`src/rtl/bmp_pkg.sv`:
```
// bmp_pkg: shared definitions for the BMP stream parser.
//   - bmp_state_e     : parser FSM state encoding
//   - BMP_SIG0/1      : the "BM" file signature bytes
//   - OFS_*           : file byte offsets of the captured header fields
//   - MIN_HDR_BYTES   : smallest legal pixel-data offset
//   - lanes01_le/23_le: pull a little-endian 16-bit value out of two byte
//                       lanes of a stream word (lane 0 = first byte = MSB)
package bmp_pkg;

  typedef enum logic [1:0] {
    ST_IDLE  = 2'd0,
    ST_HDR   = 2'd1,
    ST_PIXEL = 2'd2,
    ST_ERR   = 2'd3
  } bmp_state_e;

  localparam logic [7:0] BMP_SIG0 = 8'h42;
  localparam logic [7:0] BMP_SIG1 = 8'h4D;

  localparam int unsigned OFS_FILE_SIZE   = 2;
  localparam int unsigned OFS_DATA_OFFSET = 10;
  localparam int unsigned OFS_IMG_WIDTH   = 18;
  localparam int unsigned OFS_IMG_HEIGHT  = 22;
  localparam int unsigned OFS_BIT_COUNT   = 28;

  localparam int unsigned MIN_HDR_BYTES = 54;

  // Lanes 0,1 hold file bytes 4k, 4k+1; lane 0 is the low byte of the value.
  function automatic logic [15:0] lanes01_le(input logic [31:0] w);
    return {w[23:16], w[31:24]};
  endfunction

  // Lanes 2,3 hold file bytes 4k+2, 4k+3; lane 2 is the low byte.
  function automatic logic [15:0] lanes23_le(input logic [31:0] w);
    return {w[7:0], w[15:8]};
  endfunction

endpackage

```
`src/rtl/bmp_out_slice.sv`:
```
// bmp_out_slice: one-entry valid/ready register stage carrying a stream word,
// its per-byte pixel mask and its last flag.
//
// Handshake: a transfer happens on a rising edge where valid && ready are
// both high, on either side. ld_ready_o = !out_valid_o || out_ready_i, so a
// held word may drain and a new one load on the same edge; while
// out_valid_o && !out_ready_i all out_* stay stable.
//
// Ports:
//   clk, rst_n                       clock, async active-low reset
//   ld_valid_i/ld_ready_o            load side handshake
//   ld_data_i/ld_mask_i/ld_last_i    load payload
//   out_valid_o/out_ready_i          drain side handshake
//   out_data_o/out_mask_o/out_last_o held payload
module bmp_out_slice #(
  parameter int unsigned DATA_WIDTH = 32
) (
  input  logic                  clk,
  input  logic                  rst_n,
  input  logic                  ld_valid_i,
  input  logic [DATA_WIDTH-1:0] ld_data_i,
  input  logic [3:0]            ld_mask_i,
  input  logic                  ld_last_i,
  output logic                  ld_ready_o,
  output logic                  out_valid_o,
  output logic [DATA_WIDTH-1:0] out_data_o,
  output logic [3:0]            out_mask_o,
  output logic                  out_last_o,
  input  logic                  out_ready_i
);

  logic                  valid_q, valid_d;
  logic [DATA_WIDTH-1:0] data_q, data_d;
  logic [3:0]            mask_q, mask_d;
  logic                  last_q, last_d;

  always_comb begin
    ld_ready_o = !valid_q || out_ready_i;
    valid_d    = valid_q;
    data_d     = data_q;
    mask_d     = mask_q;
    last_d     = last_q;
    if (ld_ready_o) begin
      valid_d = ld_valid_i;
      // Payload only changes on a real load, so a drained stage keeps
      // showing its last word rather than toggling on idle input.
      if (ld_valid_i) begin
        data_d = ld_data_i;
        mask_d = ld_mask_i;
        last_d = ld_last_i;
      end
    end
  end

  always_ff @(posedge clk or negedge rst_n) begin
    if (!rst_n) begin
      valid_q <= 1'b0;
      data_q  <= '0;
      mask_q  <= '0;
      last_q  <= 1'b0;
    end else begin
      valid_q <= valid_d;
      data_q  <= data_d;
      mask_q  <= mask_d;
      last_q  <= last_d;
    end
  end

  assign out_valid_o = valid_q;
  assign out_data_o  = data_q;
  assign out_mask_o  = mask_q;
  assign out_last_o  = last_q;

endmodule

```
`src/rtl/bmp_stream_parser.sv`:
```
// bmp_stream_parser: accepts a BMP file as 32-bit words (first file byte in
// the MSB), validates the signature and pixel offset, captures the header
// fields and forwards every valid word one cycle later, tagged with a
// per-byte pixel mask and an end-of-file flag.
//
// Handshake: input word taken on an edge with in_valid && in_ready; output
// word taken on an edge with out_valid && out_ready. Outside the error state
// in_ready = !out_valid || out_ready; in the error state in_ready = 1 and
// everything is discarded.
//
// Ports:
//   clk, rst_n                          clock, async active-low reset
//   in_data/in_valid/in_ready           input word stream
//   out_data/out_valid/out_ready        forwarded word stream
//   out_pix_mask                        bit j: byte out_data[8j+7:8j] is pixel
//   out_last                            word holds byte file_size-1
//   file_size, data_offset, img_width,
//   img_height, bit_count               captured header fields
//   hdr_valid                           all fields captured for this file
//   err                                 sticky format error
//   dbg_state                           current FSM state
module bmp_stream_parser
  import bmp_pkg::*;
#(
  parameter int unsigned DATA_WIDTH    = 32,
  parameter int unsigned MIN_HDR_BYTES = bmp_pkg::MIN_HDR_BYTES
) (
  input  logic                  clk,
  input  logic                  rst_n,
  input  logic [DATA_WIDTH-1:0] in_data,
  input  logic                  in_valid,
  output logic                  in_ready,
  output logic [DATA_WIDTH-1:0] out_data,
  output logic                  out_valid,
  input  logic                  out_ready,
  output logic [3:0]            out_pix_mask,
  output logic                  out_last,
  output logic [31:0]           file_size,
  output logic [31:0]           data_offset,
  output logic [31:0]           img_width,
  output logic [31:0]           img_height,
  output logic [15:0]           bit_count,
  output logic                  hdr_valid,
  output logic                  err,
  output logic [1:0]            dbg_state
);

  // Word indices holding each field. Fields at offsets 4k+2 start in lanes
  // 2,3 of word k and finish in lanes 0,1 of word k+1.
  localparam logic [29:0] W_FS  = 30'(OFS_FILE_SIZE / 4);
  localparam logic [29:0] W_DO  = 30'(OFS_DATA_OFFSET / 4);
  localparam logic [29:0] W_IW  = 30'(OFS_IMG_WIDTH / 4);
  localparam logic [29:0] W_IH  = 30'(OFS_IMG_HEIGHT / 4);
  localparam logic [29:0] W_BC  = 30'(OFS_BIT_COUNT / 4);
  localparam logic [29:0] W_CHK = W_DO + 30'd1;

  bmp_state_e  state_q, state_d;
  logic [31:0] byte_addr_q, byte_addr_d;
  logic [31:0] file_size_q, file_size_d;
  logic [31:0] data_offset_q, data_offset_d;
  logic [31:0] img_width_q, img_width_d;
  logic [31:0] img_height_q, img_height_d;
  logic [15:0] bit_count_q, bit_count_d;
  logic        hdr_valid_q, hdr_valid_d;

  logic        slice_ready;
  logic        accept;
  logic        fwd;
  logic [29:0] word_idx;
  logic        sig_ok;
  logic [31:0] doff_full;
  logic        offset_bad;
  logic        in_body;
  logic [31:0] addr_next;
  logic        is_last;
  logic [3:0]  pix_mask;

  assign in_ready  = (state_q == ST_ERR) ? 1'b1 : slice_ready;
  assign accept    = in_valid && in_ready;
  assign word_idx  = byte_addr_q[31:2];
  assign addr_next = byte_addr_q + 32'd4;
  assign sig_ok    = (in_data[31:24] == BMP_SIG0) && (in_data[23:16] == BMP_SIG1);

  // Offset check on the word completing data_offset, using its new upper half.
  assign doff_full  = {lanes01_le(in_data), data_offset_q[15:0]};
  assign offset_bad = (doff_full < MIN_HDR_BYTES) || (file_size_q <= doff_full);

  // Past the offset-check word both file_size and data_offset are complete
  // and validated; before that the registers may still hold the previous
  // file's values, so mask, last and the PIXEL transition are gated off.
  assign in_body = (word_idx > W_CHK);
  assign is_last = in_body && (addr_next >= file_size_q);

  for (genvar g = 0; g < 4; g++) begin : g_lane
    logic [31:0] lane_addr;
    assign lane_addr       = byte_addr_q + 32'(g);
    assign pix_mask[3 - g] = in_body && (lane_addr >= data_offset_q) &&
                             (lane_addr < file_size_q);
  end

  always_comb begin
    state_d       = state_q;
    byte_addr_d   = byte_addr_q;
    file_size_d   = file_size_q;
    data_offset_d = data_offset_q;
    img_width_d   = img_width_q;
    img_height_d  = img_height_q;
    bit_count_d   = bit_count_q;
    hdr_valid_d   = hdr_valid_q;
    fwd           = 1'b0;

    unique case (state_q)
      ST_IDLE: begin
        if (accept) begin
          hdr_valid_d = 1'b0;
          if (sig_ok) begin
            fwd               = 1'b1;
            file_size_d[15:0] = lanes23_le(in_data);
            byte_addr_d       = 32'd4;
            state_d           = ST_HDR;
          end else begin
            state_d = ST_ERR;
          end
        end
      end

      ST_HDR: begin
        if (accept) begin
          if ((word_idx == W_CHK) && offset_bad) begin
            state_d = ST_ERR;
          end else begin
            fwd = 1'b1;
            if (word_idx == W_FS + 30'd1) file_size_d[31:16]   = lanes01_le(in_data);
            if (word_idx == W_DO)         data_offset_d[15:0]  = lanes23_le(in_data);
            if (word_idx == W_DO + 30'd1) data_offset_d[31:16] = lanes01_le(in_data);
            if (word_idx == W_IW)         img_width_d[15:0]    = lanes23_le(in_data);
            if (word_idx == W_IW + 30'd1) img_width_d[31:16]   = lanes01_le(in_data);
            if (word_idx == W_IH)         img_height_d[15:0]   = lanes23_le(in_data);
            if (word_idx == W_IH + 30'd1) img_height_d[31:16]  = lanes01_le(in_data);
            if (word_idx == W_BC) begin
              bit_count_d = lanes01_le(in_data);
              hdr_valid_d = 1'b1;
            end
            // A tiny file can end on the same word that starts its pixels.
            if (is_last) begin
              byte_addr_d = '0;
              state_d     = ST_IDLE;
            end else begin
              byte_addr_d = addr_next;
              if (in_body && (addr_next > data_offset_q)) state_d = ST_PIXEL;
            end
          end
        end
      end

      ST_PIXEL: begin
        if (accept) begin
          fwd = 1'b1;
          if (is_last) begin
            byte_addr_d = '0;
            state_d     = ST_IDLE;
          end else begin
            byte_addr_d = addr_next;
          end
        end
      end

      ST_ERR: begin
        // Terminal: input is drained and discarded until reset.
      end

      default: state_d = ST_ERR;
    endcase
  end

  always_ff @(posedge clk or negedge rst_n) begin
    if (!rst_n) begin
      state_q       <= ST_IDLE;
      byte_addr_q   <= '0;
      file_size_q   <= '0;
      data_offset_q <= '0;
      img_width_q   <= '0;
      img_height_q  <= '0;
      bit_count_q   <= '0;
      hdr_valid_q   <= 1'b0;
    end else begin
      state_q       <= state_d;
      byte_addr_q   <= byte_addr_d;
      file_size_q   <= file_size_d;
      data_offset_q <= data_offset_d;
      img_width_q   <= img_width_d;
      img_height_q  <= img_height_d;
      bit_count_q   <= bit_count_d;
      hdr_valid_q   <= hdr_valid_d;
    end
  end

  bmp_out_slice #(
    .DATA_WIDTH(DATA_WIDTH)
  ) u_out_slice (
    .clk         (clk),
    .rst_n       (rst_n),
    .ld_valid_i  (fwd),
    .ld_data_i   (in_data),
    .ld_mask_i   (pix_mask),
    .ld_last_i   (is_last),
    .ld_ready_o  (slice_ready),
    .out_valid_o (out_valid),
    .out_data_o  (out_data),
    .out_mask_o  (out_pix_mask),
    .out_last_o  (out_last),
    .out_ready_i (out_ready)
  );

  assign file_size   = file_size_q;
  assign data_offset = data_offset_q;
  assign img_width   = img_width_q;
  assign img_height  = img_height_q;
  assign bit_count   = bit_count_q;
  assign hdr_valid   = hdr_valid_q;
  assign err         = (state_q == ST_ERR);
  assign dbg_state   = state_q;

endmodule

```
`config.mk`:
```
export PLATFORM = sky130hd
export DESIGN_NAME = bmp_stream_parser
export DESIGN_NICKNAME = d
export VERILOG_FILES = /design/src/rtl/bmp_pkg.sv /design/src/rtl/bmp_out_slice.sv /design/src/rtl/bmp_stream_parser.sv
export SDC_FILE = /design/constraint.sdc
export NUM_CORES = 1
export LEC_CHECK = 0
export ABC_AREA = 1
export BUFFER_PORTS_ARGS = -buffer_cell sky130_fd_sc_hd__buf_4
export CAP_MARGIN = 15
export CORE_MARGIN = 2
export CORE_UTILIZATION = 54
export CTS_CLUSTER_SIZE = 14
export DETAILED_ROUTE_END_ITERATION = 10
export PLACE_DENSITY = 0.72
export SYNTH_ARGS = -nofsm -noshare
export SYNTH_HDL_FRONTEND = slang
export SYNTH_SLANG_ARGS = --single-unit
export TNS_END_PERCENT = 20
```
`constraint.sdc`:
```
create_clock -name clk -period 3.3 [get_ports clk]
set_input_delay 0.33 -clock clk [delete_from_list [all_inputs] [get_ports clk]]
set_output_delay 0.33 -clock clk [all_outputs]
set_load 0.03 [all_outputs]
```
### After elaboration in Yosys (flattened, before gate mapping)

Cells that the tools add are included.

* memories kept: 0
* bits in registers: 217
* RAM bits: 0
* output and inout bits: 187
* bits in latches: 0
* bits in read-only memories: 0
* bits of input ports: 36
* logic and storage cells: 113

* reductions and logical operators: 31
* equal/unequal tests: 20
* $lt $le $gt $ge: 13
* mux-type cells: 28
* $add $sub $neg: 4
* shift-type cells: 0
* bitwise operators: 1
* multipliers: 0
* divide/modulo/power cells: 0

Operator list (number)
* $mux W32: 6
* $ge A32 B32 Y1: 5
* $lt A32 B32 Y1: 4
* $eq A30 B3 Y1 const B: 4
* $pmux W32 S3: 1
* $add A32 B2 Y32 const B: 2
* $eq A30 B2 Y1 const B: 2
* $add A32 B1 Y32 const B: 1
* $add A32 B3 Y32 const B: 1
* $gt A32 B32 Y1: 1
* $le A32 B32 Y1: 1
* $lt A32 B6 Y1 const B: 1
* $eq A30 B1 Y1 const B: 1
* $gt A30 B2 Y1 const B: 1
* $reduce_and A4 Y1: 7
* $eq A8 B7 Y1 const B: 2
* $mux W2: 8
* $logic_and A1 B1 Y1: 13
* $ne A2 B2 Y1 const B: 6
* $reduce_and A6 Y1: 2
* $mux W1: 10
* $pmux W2 S3: 1
* $reduce_and A5 Y1: 1
* $eq A2 B2 Y1 const B: 2
* other kinds (13): 14

### Logic depth before layout (Yosys ltp)

Gate-level depths: netlist (run 1).

* depth in word-level cells: 8
* depth in mapped cells: 25
* gate-level depth less buffers: 25

### Cells and area by module

A second synthesis (run 1) with hierarchy kept.

* cell total of the unflattened synthesis: 2070
* area total of the unflattened synthesis: 16020.4 µm²

Modules (own cells, without submodules)
* bmp_stream_parser: cells an instance 1905, area each 14486.4 µm², instances 1, seq. area each 4429.2 µm²
* bmp_out_slice: cells an instance 165, area each 1534.0 µm², instances 1, seq. area each 950.9 µm²

### Worst setup path after synthesis (run 1)

No wires, ideal clock.

* kind: reg2reg
* start: register byte_addr_q[2]
* end: register state_q[0], in the netlist dbg_state[0]
* buffers on the path: 0
* period minus slack after synthesis: 3.036 ns
* setup slack: 0.264 ns
* required time: 3.182 ns
* library setup time: 0.118 ns
* stages on the path, launching flop included: 20
* arrival: 2.918 ns
* cell sequence: dfrtp_1 -> ha_1 -> inv_2 -> nor3_4 -> nand3_1 -> nor4_1 -> xor2_1 -> inv_1 -> ha_1 -> nand2_1 -> nor2_1 -> nand2_1 -> nor3_1 -> nand2_1 -> nand2_1 -> nand2_4 -> a21oi_1 -> nand4_1 -> nand2_1 -> nand2_1

* longest elaborated chain between the ends: 7
* elaborated cells on any way between the ends: 15
* classes of those cells: 1 x add/sub; 3 x order compare; 3 x eq/ne; 4 x mux; 4 x reduce/logical

Ends and longest elaborated chain
* start, declared: line bmp_stream_parser.sv:58 `logic [31:0] byte_addr_q, byte_addr_d;`
* start signal, assigned: line bmp_stream_parser.sv:188 `byte_addr_q <= byte_addr_d;`
* $add A32 B3 Y32: line bmp_stream_parser.sv:81 `assign addr_next = byte_addr_q + 32'd4;`
* $ge A32 B32 Y1: line bmp_stream_parser.sv:92 `assign is_last = in_body && (addr_next >= file_size_q);`
* $logic_and A1 B1 Y1: line bmp_stream_parser.sv:92
* $mux W2: line bmp_stream_parser.sv:145 `if (is_last) begin`
* $mux W2: line bmp_stream_parser.sv:129 `if ((word_idx == W_CHK) && offset_bad) begin`
* $mux W2: line bmp_stream_parser.sv:128 `if (accept) begin`
* $pmux W2 S3: line bmp_stream_parser.sv:112 `unique case (state_q)`
* end signal, assigned: line bmp_stream_parser.sv:187 `state_q <= state_d;`
* end, declared: line bmp_stream_parser.sv:57 `bmp_state_e state_q, state_d;`

Parallel ways exist; a longest one is shown, timed or not. The select of a mux whose other input is x is not followed.
A chain may end at the register's enable or synchronous reset.

### Worst setup path in the final report (run 1)

* start: register byte_addr_q[3]
* end: register byte_addr_q[4]

* longest elaborated chain between the ends: 7
* elaborated cells on any way between the ends: 13
* classes of those cells: 1 x add/sub; 2 x order compare; 2 x eq/ne; 5 x mux; 3 x reduce/logical

Ends and longest elaborated chain (line)
* $add A32 B3 Y32: bmp_stream_parser.sv:81
* $ge A32 B32 Y1: bmp_stream_parser.sv:92
* $logic_and A1 B1 Y1: bmp_stream_parser.sv:92
* $mux W32: bmp_stream_parser.sv:145, bmp_stream_parser.sv:159
* $mux W32: bmp_stream_parser.sv:129
* $mux W32: bmp_stream_parser.sv:128
* $pmux W32 S3: bmp_stream_parser.sv:112

Parallel ways exist; a longest one is shown, timed or not. The select of a mux whose other input is x is not followed.

==> results of run 1 <==
## area by class of cell
class                           count  area (sq um)  share of cell area [%]
Sequential cell                   215          5380                    27.4
Inverter                          213           801                    4.08
Multi-Input combinational cell   1564          9630                    49.0
Clock inverter                      7          76.3                   0.388
Timing Repair Buffer              310          2570                    13.1
Clock buffer                       36           707                    3.60
Tap cell                          390           488                    2.48
## power by group through the flow
stage	Clock, uW	Sequential (uW)	Combinational (uW)
5_1_grt	2840	4270	18700
6_report	2720	4170	17000
3_3_place_gp	0	4150	15600
3_5_place_dp	0	4170	16000
4_1_cts	2750	4150	16100
2_1_floorplan	0	5330	9550
## metal layers
metal,share of wire [%],vias up
li1,-,7496
met1,41,7188
met2,46,569
met3,8.5,117
met4,4.6,2
met5,0.024,-
## worst min path at each step
| stage | startpoint | endpoint | slack [ns] | cells past startpoint |
|---|---|---|---|---|
| final | in_data[10] | u_out_slice.out_data_o[10] | 0.04 | 3 |
| after global routing | in_data[10] | u_out_slice.out_data_o[10] | 0.03 | 3 |
| after CTS | in_data[14] | u_out_slice.out_data_o[14] | 0.02 | 3 |
| after detailed placement | rst_n | data_offset[24] | 0.24 | 1 |
| after global placement | rst_n | data_offset[24] | 0.23 | 1 |
| after floorplan | rst_n | bit_count[0] | 0.03 | 0 |
## cells by family (layout without fill, tap and decap cells)
group	after synthesis	count (layout)	synth area share (%)
and+or+nand+nor	857	858	23.1
AOI/OAI and AO/OA	419	419	13.6
buffers and inverters	323	566	8.48
adders and majority gates	262	262	20.2
DFF	215	215	33.2
xor gates and xnor gates	25	25	1.40
## state kept, by name (all words and copies together) (netlist names)
register	cells
hdr_valid	1
u_out_slice.out_mask_o	4
byte_addr_q	30
img_height	32
data_offset	32
u_out_slice.out_last_o	1
u_out_slice.out_valid_o	1
file_size	32
bit_count	16
u_out_slice.out_data_o	32
img_width	32
dbg_state	2
## cells in the mapped netlist, drive strengths merged, types with 10 or more instances
cell	instances	area, sq um
inv	212	796
a21oi	159	796
nand3	116	608
nor3	32	183
xor2	24	218
clkbuf	56	213
nand2	537	2070
buf	54	360
nand4	40	278
a21o	11	82.6
nor2	115	467
ha	262	3280
o21ai	224	1120
o211ai	10	88.8
dfrtp	215	5380
## per-stage QoR
step	util [%]	worst slack (ns)	area, sq um	std cells	setup TNS (ns)
after floorplan	-	0.264	16200	2101	0
after global placement	62.7	0.180	18500	2674	0
after detailed placement	62.7	0.0483	18500	2674	0
after CTS	65.4	0.0507	19300	2719	0
after global routing	66.5	-0.0873	19700	2735	-1.80
final	66.5	0.0974	19700	2735	0
## worst max-delay path: cells and delay by family (launching register included)
kind / cells / cell delay (ns)
DFF: 1 / 0.38
and+or+nand+nor: 10 / 1.20
adders and majority gates: 2 / 0.43
AOI/OAI and AO/OA: 4 / 0.57
buffers and inverters: 5 / 0.55
## timing repair
item / 4_1_cts / 5_1_grt
hold buffers: 2 / 0
setup endpoints to repair: 0 / 33
endpoints found under the hold margin: 39 / 0
resized for setup: 0 / 43
setup buffers: 0 / 13
==> tab_implementation.tex, run 1 <==
\begin{tabular}{lr}
\hline
Metric & Value \\
\hline
\multicolumn{2}{l}{\textbf{Outcome}} \\
\quad Result of the run & finished, final reports clean \\
\multicolumn{2}{l}{\textbf{Power and ir drop}} \\
\quad Final total power & 23900 uW \\
\quad Power share of the clock group & 11.4\% \\
\quad Maximum VDD drop & 0.776 mV \\
\quad Total power per unit cell area & approximately 1200 nW/um\^{}2 \\
\quad Switching share of power & 54.0\% \\
\quad Cell leakage power & 0.0105 uW \\
\quad Combinational fraction of design power & 71.1\% \\
\quad Share of total power in sequential cells & 17.5\% \\
\quad Power dissipated by switching net loads & approximately 13000 uW \\
\quad Internal power consumption & between 10000 and 15000 uW \\
\multicolumn{2}{l}{\textbf{Critical path}} \\
\quad Worst R2R Start & byte\_addr\_q[3] \\
\quad Highest-delay cell along the critical path & sky130\_fd\_sc\_hd\_\_dfrtp\_1 \\
\quad Type of destination of the critical path & flop \\
\quad Max incr delay on CP & 0.38 ns \\
\quad Most repeated library cell on the critical path & sky130\_fd\_sc\_hd\_\_nand2\_1 \\
\quad Critical Path AT & 3.66 ns \\
\quad Crit-path cells & ha\_2 -> inv\_2 -> nor3\_4 -> inv\_2 -> nor2\_4 -> nand4\_4 -> buf\_4 -> o21ai\_1 -> nand2\_1 -> inv\_2 -> ha\_1 -> nand2\_1 -> o21ai\_0 -> nand2\_1 -> nand2\_1 -> a21oi\_2 -> nand2\_4 -> nand2\_8 -> buf\_12 -> nand3\_1 -> o21ai\_1 \\
\quad FF-to-FF End & byte\_addr\_q[4] \\
\quad Req. time, crit path & 3.76 ns \\
\quad CP startpoint kind & flop \\
\quad Start-to-end type of the worst setup path & reg2reg \\
\quad Setup crit end & byte\_addr\_q[4] \\
\quad CP startpoint & byte\_addr\_q[3] \\
\quad Cells on worst reg2reg path & 21 \\
\quad Worst setup slack for register-to-register paths & 0.1 ns \\
\quad Highest net fanout along the worst path & 7 \\
\multicolumn{2}{l}{\textbf{Timing}} \\
\quad Unrepaired setup endpoints after global routing & yes \\
\quad Final cycle utilization of the critical path & 97.0\% \\
\quad FMAX & 312 MHz \\
\quad Number of hold violations in the final report & 0 \\
\quad Post-Route Hold Slack & 0.0350 ns \\
\quad Clock skew after layout & 0.0146 ns \\
\quad Setup-violating endpoint count in the final report & 0 \\
\quad Relative slew margins & 28.7\% \\
\quad Slew Viols, Final & 0 \\
\quad Measured slew at the worst slew-check pin & approximately 1.1 ns \\
\quad Minimum clock period & about 3.2 ns \\
\multicolumn{2}{l}{\textbf{Hold path}} \\
\quad Worst min path class & in2reg \\
\multicolumn{2}{l}{\textbf{Synth}} \\
\quad Yosys cell types & 48 \\
\quad Net Count, Synth & 2399 \\
\quad Synthesis Warnings & 0 \\
\quad Count of state elements after synthesis & 215 \\
\quad Avg Synthesized Cell Area & 7.71 sq um \\
\quad Fraction of registers with async set/reset & between 90\% and 100\% \\
\quad Number of standard cells after synthesis & approximately 2100 \\
\quad Summed instance area of the synthesized netlist & 16200 sq um \\
\quad Number of enable-type register cells in the synthesized netlist & 0 \\
\quad Sequential fraction of the synthesis area & 33.2\% \\
\quad Top FF cell, synth & sky130\_fd\_sc\_hd\_\_dfrtp\_1 \\
\multicolumn{2}{l}{\textbf{Final layout}} \\
\quad Area grow syn2layout & 21.2\% \\
\quad Leading cell types in the layout, fill and taps excluded & sky130\_fd\_sc\_hd\_\_nand2\_1 (516), sky130\_fd\_sc\_hd\_\_buf\_4 (288), sky130\_fd\_sc\_hd\_\_ha\_1 (259), sky130\_fd\_sc\_hd\_\_dfrtp\_1 (214), sky130\_fd\_sc\_hd\_\_inv\_1 (195) \\
\quad N\_diodes & 0 \\
\quad Fillers & about 2600 \\
\quad Most common cell after layout, fill and taps aside & sky130\_fd\_sc\_hd\_\_nand2\_1 \\
\quad Nets & around 2600 \\
\quad Proportion of layout cells with a drive suffix above 1 & 18.3\% \\
\multicolumn{2}{l}{\textbf{Clock network}} \\
\quad Root Buffer & sky130\_fd\_sc\_hd\_\_clkbuf\_16 \\
\quad Number of buffers inserted during clock tree synthesis & 25 \\
\quad Clock network latency to the later pin of the worst-skew pair & between 0.5 and 0.6 ns \\
\quad Clock slew seen by the registers of the worst setup and hold paths & 0.06 ns \\
\quad CTS H-tree lvls & 1 \\
\quad TritonCTS clock tree & yes \\
\quad TritonCTS sink count & 215 \\
\quad Clock Path Buffers & 3 \\
\multicolumn{2}{l}{\textbf{Routing}} \\
\quad WL/cell & 19.4 microns \\
\quad Final wirelength & approximately 53 mm \\
\quad Remaining DRCs & 0 \\
\quad Violation count after the first detailed-routing iteration & 1208 \\
\quad Detailed-route via count & 15400 \\
\quad Via/cell ratio & 5.62 \\
\quad First drt pass iteration count & 6 \\
\quad Antenna viol nets, final & 0 \\
\multicolumn{2}{l}{\textbf{Global routing}} \\
\quad Maximum number of pins on one net before global-route repair & between 70 and 80 \\
\quad Number of global-route vias before repair & 14700 \\
\quad Global routing usage summed across all routing layers & between 30\% and 40\% \\
\quad Layer with the highest usage & met2 \\
\quad Fraction of met2 tracks used by global routing & 53.9\% \\
\quad GR met1 Demand/Resource & 43.6\% \\
\quad Antenna violations before repair & 1 \\
\quad Final global-route overflow total & 0 \\
\quad First-pass GRT wire length & 81.5 mm \\
\quad Met3 capacity usage during global routing & 7.71\% \\
\multicolumn{2}{l}{\textbf{Floorplan}} \\
\quad Die Y-Extent & 177 microns \\
\quad Die extent in x & 177 microns \\
\quad Starting density of the core & 54.8\% \\
\quad Number of standard-cell rows in the floorplan & 63 \\
\quad Total die area & between 30000 and 40000 sq um \\
\quad Std-Cell Core Area & about 30000 sq um \\
\quad Number of ports placed on the die boundary & around 220 \\
\multicolumn{2}{l}{\textbf{Place}} \\
\quad Input/output buffers & 222 \\
\quad Weighted congestion at the end of routability-driven global placement & 0.947 \\
\quad Estimated wirelength of the detail-placed design & 41.6 mm \\
\multicolumn{2}{l}{\textbf{Job}} \\
\quad Maximum capacitance violations & 0 \\
\hline
\end{tabular}
(Power assumes the default switching activity.)
==> run 2: changes to the inputs <==
- CORE_UTILIZATION: 54 -> 50
- PLACE_DENSITY: 0.72 -> 0.67
==> tab_implementation.tex, run 2 (synthesis results as in run 1) <==
\begin{tabular}{lr}
\hline
Metric & Value \\
\hline
\multicolumn{2}{l}{\textbf{Critical path}} \\
\quad Cells on worst reg2reg path & 18 (was 21) \\
\quad Type of destination of the critical path & flop (unchanged) \\
\quad Req. time, crit path & 3.73 ns (was 3.76 ns) \\
\quad Highest net fanout along the worst path & 8 (was 7) \\
\quad CP startpoint kind & flop (unchanged) \\
\quad Number of buffers and inverters on the critical path & 1 (was 5) \\
\quad Max incr delay on CP & 0.54 ns (was 0.38 ns) \\
\quad Start-to-end type of the worst setup path & reg2reg (unchanged) \\
\quad Worst R2R Start & byte\_addr\_q[19] (was byte\_addr\_q[3]) \\
\quad CP startpoint & byte\_addr\_q[19] (was byte\_addr\_q[3]) \\
\quad Most repeated library cell on the critical path & sky130\_fd\_sc\_hd\_\_nand2\_1 (unchanged) \\
\quad Crit-path cells & nand2\_1 -> nor4\_1 -> nand4\_4 -> nand3b\_1 -> nand2\_1 -> inv\_2 -> ha\_1 -> nand2\_1 -> nor2\_1 -> nand2\_1 -> nor3\_1 -> nand2\_1 -> nand2\_2 -> nand2\_4 -> a21oi\_1 -> nand4\_1 -> nand2\_1 -> nand2\_1 (was ha\_2 -> inv\_2 -> nor3\_4 -> inv\_2 -> nor2\_4 -> nand4\_4 -> buf\_4 -> o21ai\_1 -> nand2\_1 -> inv\_2 -> ha\_1 -> nand2\_1 -> o21ai\_0 -> nand2\_1 -> nand2\_1 -> a21oi\_2 -> nand2\_4 -> nand2\_8 -> buf\_12 -> nand3\_1 -> o21ai\_1) \\
\quad Worst setup slack for register-to-register paths & 0.07 ns (was 0.1 ns) \\
\quad Highest-delay cell along the critical path & sky130\_fd\_sc\_hd\_\_nor4\_1 (was sky130\_fd\_sc\_hd\_\_dfrtp\_1) \\
\quad Top cell family by delay on the critical path & simple AND/OR/NAND/NOR gates (unchanged) \\
\quad Critical Path AT & 3.66 ns (about the same) \\
\quad FF-to-FF End & dbg\_state[1] (was byte\_addr\_q[4]) \\
\multicolumn{2}{l}{\textbf{Final layout}} \\
\quad Fillers & 2878 (was 2572) \\
\quad Leading cell types in the layout, fill and taps excluded & sky130\_fd\_sc\_hd\_\_nand2\_1 (520), sky130\_fd\_sc\_hd\_\_buf\_4 (291), sky130\_fd\_sc\_hd\_\_ha\_1 (260), sky130\_fd\_sc\_hd\_\_dfrtp\_1 (215), sky130\_fd\_sc\_hd\_\_inv\_1 (194) (was sky130\_fd\_sc\_hd\_\_nand2\_1 (516), sky130\_fd\_sc\_hd\_\_buf\_4 (288), sky130\_fd\_sc\_hd\_\_ha\_1 (259), sky130\_fd\_sc\_hd\_\_dfrtp\_1 (214), sky130\_fd\_sc\_hd\_\_inv\_1 (195)) \\
\quad N\_diodes & 0 (unchanged) \\
\quad Flip-flop and latch area & 5380 sq um (about the same) \\
\quad Proportion of layout cells with a drive suffix above 1 & 17.8\% (was 18.3\%) \\
\quad Most common cell after layout, fill and taps aside & sky130\_fd\_sc\_hd\_\_nand2\_1 (unchanged) \\
\quad Nets & 2625 (was 2627) \\
\quad Area grow syn2layout & 20.8\% (was 21.2\%) \\
\quad Multi-input gate area in the final layout & 9550 sq um (was 9630 sq um) \\
\multicolumn{2}{l}{\textbf{Clock network}} \\
\quad Clock network latency to the later pin of the worst-skew pair & 0.55 ns (was 0.54 ns) \\
\quad Root Buffer & sky130\_fd\_sc\_hd\_\_clkbuf\_16 (unchanged) \\
\quad Number of buffers inserted during clock tree synthesis & 25 (unchanged) \\
\quad TritonCTS sink count & 215 (unchanged) \\
\quad TritonCTS clock tree & yes (unchanged) \\
\quad CTS H-tree lvls & 1 (unchanged) \\
\quad Clock Path Buffers & 3 (unchanged) \\
\quad Clock slew seen by the registers of the worst setup and hold paths & 0.07 ns (was 0.06 ns) \\
\multicolumn{2}{l}{\textbf{Global routing}} \\
\quad Final global-route overflow total & 0 (unchanged) \\
\quad Global routing usage summed across all routing layers & 31.8\% (was 33.5\%) \\
\quad First-pass GRT wire length & 82.8 mm (was 81.5 mm) \\
\quad Antenna violations before repair & 1 (unchanged) \\
\quad Maximum number of pins on one net before global-route repair & 95 (was 78) \\
\quad Number of global-route vias before repair & 14800 (was 14700) \\
\multicolumn{2}{l}{\textbf{Timing}} \\
\quad Measured slew at the worst slew-check pin & 1.09 ns (was 1.07 ns) \\
\quad Number of hold violations in the final report & 0 (unchanged) \\
\quad Worst-case setup margin in the final layout & 0.0713 ns (was 0.0974 ns) \\
\quad Slew Viols, Final & 0 (unchanged) \\
\quad Final cycle utilization of the critical path & 97.8\% (was 97.0\%) \\
\quad FMAX & 310 MHz (was 312 MHz) \\
\quad Minimum clock period & 3.23 ns (was 3.20 ns) \\
\quad Unrepaired setup endpoints after global routing & yes (unchanged) \\
\quad Setup-violating endpoint count in the final report & 0 (unchanged) \\
\quad Clock skew after layout & 0.0132 ns (was 0.0146 ns) \\
\quad Relative slew margins & 27.3\% (was 28.7\%) \\
\multicolumn{2}{l}{\textbf{Place}} \\
\quad Worst slack at placement & 0.0478 ns (was 0.0483 ns) \\
\quad Weighted congestion at the end of routability-driven global placement & 0.953 (was 0.947) \\
\quad Input/output buffers & 222 (unchanged) \\
\quad Estimated wirelength of the detail-placed design & 42.9 mm (was 41.6 mm) \\
\multicolumn{2}{l}{\textbf{Routing}} \\
\quad Final wirelength & 53.4 mm (was 53.1 mm) \\
\quad Antenna viol nets, final & 0 (unchanged) \\
\quad Detailed-route via count & 15200 (was 15400) \\
\quad First drt pass iteration count & 7 (was 6) \\
\quad Remaining DRCs & 0 (unchanged) \\
\quad Via/cell ratio & 5.53 (was 5.62) \\
\quad WL/cell & 19.4 microns (about the same) \\
\quad Violation count after the first detailed-routing iteration & 941 (was 1208) \\
\multicolumn{2}{l}{\textbf{Power and ir drop}} \\
\quad Final total power & 23500 uW (was 23900 uW) \\
\quad Maximum VDD drop & 0.608 mV (was 0.776 mV) \\
\quad Cell leakage power & 0.0105 uW (about the same) \\
\quad Total power per unit cell area & 1200 nW/um\^{}2 (was 1220 nW/um\^{}2) \\
\multicolumn{2}{l}{\textbf{Floorplan}} \\
\quad Starting density of the core & 51.1\% (was 54.8\%) \\
\quad Total die area & 33900 sq um (was 31400 sq um) \\
\quad Die Y-Extent & 184 microns (was 177 microns) \\
\quad Number of standard-cell rows in the floorplan & 65 (was 63) \\
\quad Number of ports placed on the die boundary & 223 (unchanged) \\
\quad Die extent in x & 184 microns (was 177 microns) \\
\quad Std-Cell Core Area & 31700 sq um (was 29600 sq um) \\
\multicolumn{2}{l}{\textbf{Hold path}} \\
\quad Hold Crit Start & in\_data[6] (was in\_data[10]) \\
\quad Hold EP & u\_out\_slice.out\_data\_o[6] (was u\_out\_slice.out\_data\_o[10]) \\
\quad Worst min path class & in2reg (unchanged) \\
\quad Cell depth of the worst hold path & 3 (unchanged) \\
\multicolumn{2}{l}{\textbf{Outcome}} \\
\quad Result of the run & finished, final reports clean (unchanged) \\
\multicolumn{2}{l}{\textbf{Job}} \\
\quad Maximum capacitance violations & 0 (unchanged) \\
\hline
\end{tabular}
[run 2: cell types whose count changed in the layout (fill, tap and decap cells not counted), moves of 3 or more]
cell                       previous run  this run
sky130_fd_sc_hd__nor2_1             100       103
sky130_fd_sc_hd__nor2_2               9         6
sky130_fd_sc_hd__nand2_2             17        14
sky130_fd_sc_hd__inv_6                3         0
sky130_fd_sc_hd__nand2_1            516       520
sky130_fd_sc_hd__clkinv_2             2         5
sky130_fd_sc_hd__buf_4              288       291
[run 2: what timing repair did]
action | CTS | global route
setup endpoints to repair | 0 | 32
setup buffers | 0 | 4
resized for setup | 0 | 29
endpoints found under the hold margin | 90 | 0
hold buffers | 2 | 0
[run 2: worst register-to-register path, cell delays in order, from the launching register on]
cell and delay [ns]:
sky130_fd_sc_hd__dfrtp_1 0.42, sky130_fd_sc_hd__nand2_1 0.12, sky130_fd_sc_hd__nor4_1 0.54, sky130_fd_sc_hd__nand4_4 0.22, sky130_fd_sc_hd__nand3b_1 0.23, sky130_fd_sc_hd__nand2_1 0.08
sky130_fd_sc_hd__inv_2 0.06, sky130_fd_sc_hd__ha_1 0.26, sky130_fd_sc_hd__nand2_1 0.05, sky130_fd_sc_hd__nor2_1 0.12, sky130_fd_sc_hd__nand2_1 0.11, sky130_fd_sc_hd__nor3_1 0.19
sky130_fd_sc_hd__nand2_1 0.09, sky130_fd_sc_hd__nand2_2 0.11, sky130_fd_sc_hd__nand2_4 0.11, sky130_fd_sc_hd__a21oi_1 0.15, sky130_fd_sc_hd__nand4_1 0.11, sky130_fd_sc_hd__nand2_1 0.09
sky130_fd_sc_hd__nand2_1 0.05
[run 2: stage by stage]
stage | instances | util [%] | TNS [ns] | instance area (sq um) | hold WS (ns)
after floorplan | 2101 | - | 0 | 16200 | 0.0344
after global placement | 2696 | 58.6 | 0 | 18600 | 0.406
after detailed placement | 2696 | 58.6 | 0 | 18600 | 0.414
after CTS | 2744 | 61.3 | 0 | 19400 | 0.0126
after global routing | 2748 | 61.7 | -1.23 | 19600 | 0.0347
final | 2748 | 61.7 | 0 | 19600 | 0.0255
[run 2: how the worst max path moves through the flow]
| stage | to | slack (ns) | depth (start not counted) |
|---|---|---|---|
| final | dbg_state[1] | 0.07 | 18 |
| after global placement | dbg_state[1] | 0.06 | 21 |
| after detailed placement | dbg_state[0] | 0.05 | 21 |
| after floorplan | dbg_state[0] | 0.26 | 19 |
| after global routing | dbg_state[1] | -0.17 | 19 |
| after CTS | dbg_state[0] | 0.02 | 21 |
[run 2: where the power goes]
group / switching, uW / internal [uW]
clock network: 1160 / 1700
registers: 709 / 3430
logic: 10800 / 5660
total: 12700 / 10800
[run 2: area by class of cell]
type                       instances  area share, %
tap                              402           2.57
clock inverter                     8          0.549
clock buffer                      38           3.75
timing repair buffer             309           12.8
sequential                       215           27.5
multi-input combinational       1563           48.8
inverter                         213           4.09
[run 2: per-layer routing]
layer | GRT usage [%] | vias up | wire length [microns]
li1 | - | 7472 | -
met5 | 0 | - | 0
met2 | 51.9 | 489 | 24100
met4 | 12.2 | 0 | 2300
met1 | 41.7 | 7136 | 23100
met3 | 6.36 | 104 | 3890
==> run 3: changes to the inputs <==
- REMOVE_ABC_BUFFERS: default -> 1
==> tab_implementation.tex, run 3 (synthesis results as in run 1) <==
\begin{tabular}{lr}
\hline
Metric & Value \\
\hline
\multicolumn{2}{l}{\textbf{Outcome}} \\
\quad Result of the run & finished, final reports clean (unchanged) \\
\multicolumn{2}{l}{\textbf{Timing}} \\
\quad Relative slew margins & 28.5\% (was 27.3\%) \\
\quad Setup-violating endpoint count in the final report & 0 (unchanged) \\
\quad Minimum clock period & 3.16 ns (was 3.23 ns) \\
\quad Fin Setup TNS & 0 ns (unchanged) \\
\quad Number of hold violations in the final report & 0 (unchanged) \\
\quad FMAX & 317 MHz (was 310 MHz) \\
\quad Measured slew at the worst slew-check pin & 1.07 ns (was 1.09 ns) \\
\quad Final cycle utilization of the critical path & 95.7\% (was 97.8\%) \\
\quad Slew Viols, Final & 0 (unchanged) \\
\quad Clock skew after layout & 0.00824 ns (was 0.0132 ns) \\
\quad Unrepaired setup endpoints after global routing & yes (unchanged) \\
\multicolumn{2}{l}{\textbf{Power and ir drop}} \\
\quad Switching share of power & 53.9\% (was 54.0\%) \\
\quad Share of total power in sequential cells & 17.6\% (was 17.7\%) \\
\quad Total power per unit cell area & 1210 nW/um\^{}2 (was 1200 nW/um\^{}2) \\
\quad Combinational fraction of design power & 70.4\% (was 70.2\%) \\
\quad Internal power consumption & 10900 uW (was 10800 uW) \\
\quad Power dissipated by switching net loads & 12700 uW (about the same) \\
\quad Maximum VDD drop & 0.899 mV (was 0.608 mV) \\
\quad Final total power & 23600 uW (was 23500 uW) \\
\quad Power share of the clock group & 12.1\% (was 12.2\%) \\
\quad Cell leakage power & 0.0105 uW (about the same) \\
\multicolumn{2}{l}{\textbf{Floorplan}} \\
\quad Std-Cell Core Area & 31700 sq um (unchanged) \\
\quad Total die area & 33900 sq um (unchanged) \\
\quad Number of ports placed on the die boundary & 223 (unchanged) \\
\quad Die extent in x & 184 microns (unchanged) \\
\quad Starting density of the core & 51.1\% (unchanged) \\
\quad Number of standard-cell rows in the floorplan & 65 (unchanged) \\
\quad Die Y-Extent & 184 microns (unchanged) \\
\multicolumn{2}{l}{\textbf{Routing}} \\
\quad Violation count after the first detailed-routing iteration & 976 (was 941) \\
\quad Via/cell ratio & 5.56 (was 5.53) \\
\quad Detailed-route via count & 15300 (was 15200) \\
\quad Remaining DRCs & 0 (unchanged) \\
\quad Antenna viol nets, final & 0 (unchanged) \\
\quad First drt pass iteration count & 5 (was 7) \\
\quad Final wirelength & 51.4 mm (was 53.4 mm) \\
\quad WL/cell & 18.7 microns (was 19.4 microns) \\
\multicolumn{2}{l}{\textbf{Critical path}} \\
\quad CP startpoint & byte\_addr\_q[3] (was byte\_addr\_q[19]) \\
\quad Cells on worst reg2reg path & 22 (was 18) \\
\quad Req. time, crit path & 3.71 ns (was 3.73 ns) \\
\quad Start-to-end type of the worst setup path & reg2reg (unchanged) \\
\quad CP startpoint kind & flop (unchanged) \\
\quad Setup crit end & dbg\_state[1] (unchanged) \\
\quad Critical Path AT & 3.57 ns (was 3.66 ns) \\
\quad Worst setup slack for register-to-register paths & 0.14 ns (was 0.07 ns) \\
\quad Type of destination of the critical path & flop (unchanged) \\
\quad Highest net fanout along the worst path & 5 (was 8) \\
\quad Worst R2R Start & byte\_addr\_q[3] (was byte\_addr\_q[19]) \\
\quad FF-to-FF End & dbg\_state[1] (unchanged) \\
\multicolumn{2}{l}{\textbf{Final layout}} \\
\quad N\_diodes & 0 (unchanged) \\
\quad Area grow syn2layout & 21.0\% (was 20.8\%) \\
\quad Proportion of layout cells with a drive suffix above 1 & 18.9\% (was 17.8\%) \\
\quad Most common cell after layout, fill and taps aside & sky130\_fd\_sc\_hd\_\_nand2\_1 (unchanged) \\
\quad Leading cell types in the layout, fill and taps excluded & sky130\_fd\_sc\_hd\_\_nand2\_1 (520), sky130\_fd\_sc\_hd\_\_buf\_4 (303), sky130\_fd\_sc\_hd\_\_ha\_1 (259), sky130\_fd\_sc\_hd\_\_dfrtp\_1 (211), sky130\_fd\_sc\_hd\_\_inv\_1 (195) (was sky130\_fd\_sc\_hd\_\_nand2\_1 (520), sky130\_fd\_sc\_hd\_\_buf\_4 (291), sky130\_fd\_sc\_hd\_\_ha\_1 (260), sky130\_fd\_sc\_hd\_\_dfrtp\_1 (215), sky130\_fd\_sc\_hd\_\_inv\_1 (194)) \\
\quad Nets & 2630 (was 2625) \\
\quad Final Instance Area & 19600 sq um (about the same) \\
\multicolumn{2}{l}{\textbf{Clock network}} \\
\quad CTS H-tree lvls & 1 (unchanged) \\
\quad Clock network latency to the later pin of the worst-skew pair & 0.53 ns (was 0.55 ns) \\
\quad TritonCTS sink count & 215 (unchanged) \\
\quad Number of buffers inserted during clock tree synthesis & 25 (unchanged) \\
\quad Root Buffer & sky130\_fd\_sc\_hd\_\_clkbuf\_16 (unchanged) \\
\quad Clock Path Buffers & 3 (unchanged) \\
\quad TritonCTS clock tree & yes (unchanged) \\
\quad Clock slew seen by the registers of the worst setup and hold paths & 0.06 ns (was 0.07 ns) \\
\multicolumn{2}{l}{\textbf{Place}} \\
\quad Area after detailed placement & 18500 sq um (was 18600 sq um) \\
\quad Estimated wirelength of the detail-placed design & 40.5 mm (was 42.9 mm) \\
\quad Weighted congestion at the end of routability-driven global placement & 0.927 (was 0.953) \\
\quad Input/output buffers & 222 (unchanged) \\
\multicolumn{2}{l}{\textbf{Hold path}} \\
\quad Worst min path class & in2reg (unchanged) \\
\multicolumn{2}{l}{\textbf{Global routing}} \\
\quad Final global-route overflow total & 0 (unchanged) \\
\quad Maximum number of pins on one net before global-route repair & 66 (was 95) \\
\quad First-pass GRT wire length & 81.6 mm (was 82.8 mm) \\
\quad Number of global-route vias before repair & 14900 (was 14800) \\
\quad Global routing usage summed across all routing layers & 30.8\% (was 31.8\%) \\
\quad Antenna violations before repair & 0 (was 1) \\
\multicolumn{2}{l}{\textbf{Job}} \\
\quad Maximum capacitance violations & 0 (unchanged) \\
\hline
\end{tabular}
==> run 3: metal layers <==
| metal | vias up | global-route usage, % | part of all wire [%] |
|---|---|---|---|
| li1 | 7476 | - | - |
| met1 | 7214 | 42.7 | 44 |
| met2 | 535 | 47.6 | 44 |
| met3 | 74 | 7.11 | 8.8 |
| met4 | 0 | 9.76 | 3.2 |
| met5 | - | 0 | 0 |
==> run 3: layout make-up <==
cell class	instances	area [sq um]
repair buffers	313	2430
inverters	213	801
fillers	2890	12100
flip-flops and latches	215	5390
multi-input cells	1564	9640
clock buffers	32	682
clock inverters	13	160
well taps	402	503
==> run 3: metrics by stage <==
step / setup slack [ns] / hold WS, ns / instances / utilization [%]
floorplan: -0.0983 / 0.0344 / 1991 / -
global placement: 0.0868 / 0.298 / 2699 / 58.4
detailed placement: 0.0196 / 0.309 / 2699 / 58.4
CTS: 0.0159 / 0.0306 / 2746 / 61.1
global route: -0.0768 / 0.0427 / 2752 / 61.8
finish: 0.143 / 0.0439 / 2752 / 61.8
==> run 3: power by group through the flow <==
stage	Sequential (uW)	Clock [uW]	Combinational, uW
finish	4150	2850	16600
global route	4250	3010	18400
CTS	4130	2890	16000
detailed placement	4150	0	15900
global placement	4130	0	15500
floorplan	5470	0	8890
==> run 3: worst max-delay path: stages, from the launching register on <==
cell                      delay (ns)
sky130_fd_sc_hd__dfrtp_1        0.37
sky130_fd_sc_hd__ha_2           0.20
sky130_fd_sc_hd__inv_2          0.05
sky130_fd_sc_hd__nor3_4         0.29
sky130_fd_sc_hd__inv_2          0.10
sky130_fd_sc_hd__nor2_4         0.16
sky130_fd_sc_hd__nand4_4        0.14
sky130_fd_sc_hd__nor2_4         0.15
sky130_fd_sc_hd__xor2_2         0.11
sky130_fd_sc_hd__ha_1           0.28
sky130_fd_sc_hd__nand2_1        0.04
sky130_fd_sc_hd__nor2_1         0.11
sky130_fd_sc_hd__nand4_1        0.17
sky130_fd_sc_hd__nor2_1         0.17
sky130_fd_sc_hd__nand2_1        0.07
sky130_fd_sc_hd__nand2_1        0.08
sky130_fd_sc_hd__nand3_2        0.12
sky130_fd_sc_hd__nand2_1        0.09
sky130_fd_sc_hd__inv_1          0.04
sky130_fd_sc_hd__nand3_1        0.05
sky130_fd_sc_hd__nand4_1        0.10
sky130_fd_sc_hd__nand2_1        0.08
sky130_fd_sc_hd__nand2_1        0.05
==> run 3: how the worst min path moves through the flow <==
stage           startpoint                         end  slack, ns  depth (start not counted)
2_1_floorplan        rst_n                bit_count[0]       0.03                          0
3_3_place_gp         rst_n             data_offset[29]       0.30                          1
3_5_place_dp         rst_n             data_offset[29]       0.31                          1
4_1_cts        in_data[14]  u_out_slice.out_data_o[14]       0.03                          3
5_1_grt        in_data[10]  u_out_slice.out_data_o[10]       0.04                          3
6_report       in_data[14]  u_out_slice.out_data_o[14]       0.04                          3
==> run 3: repair_timing <==
action                                  CTS  global route
pin swaps                                 0            22
hold buffers                              2             0
setup buffers                             0             5
endpoints found under the setup margin    1            33
resized for setup                         2            42
endpoints found under the hold margin    62             0
cloned                                    0             1
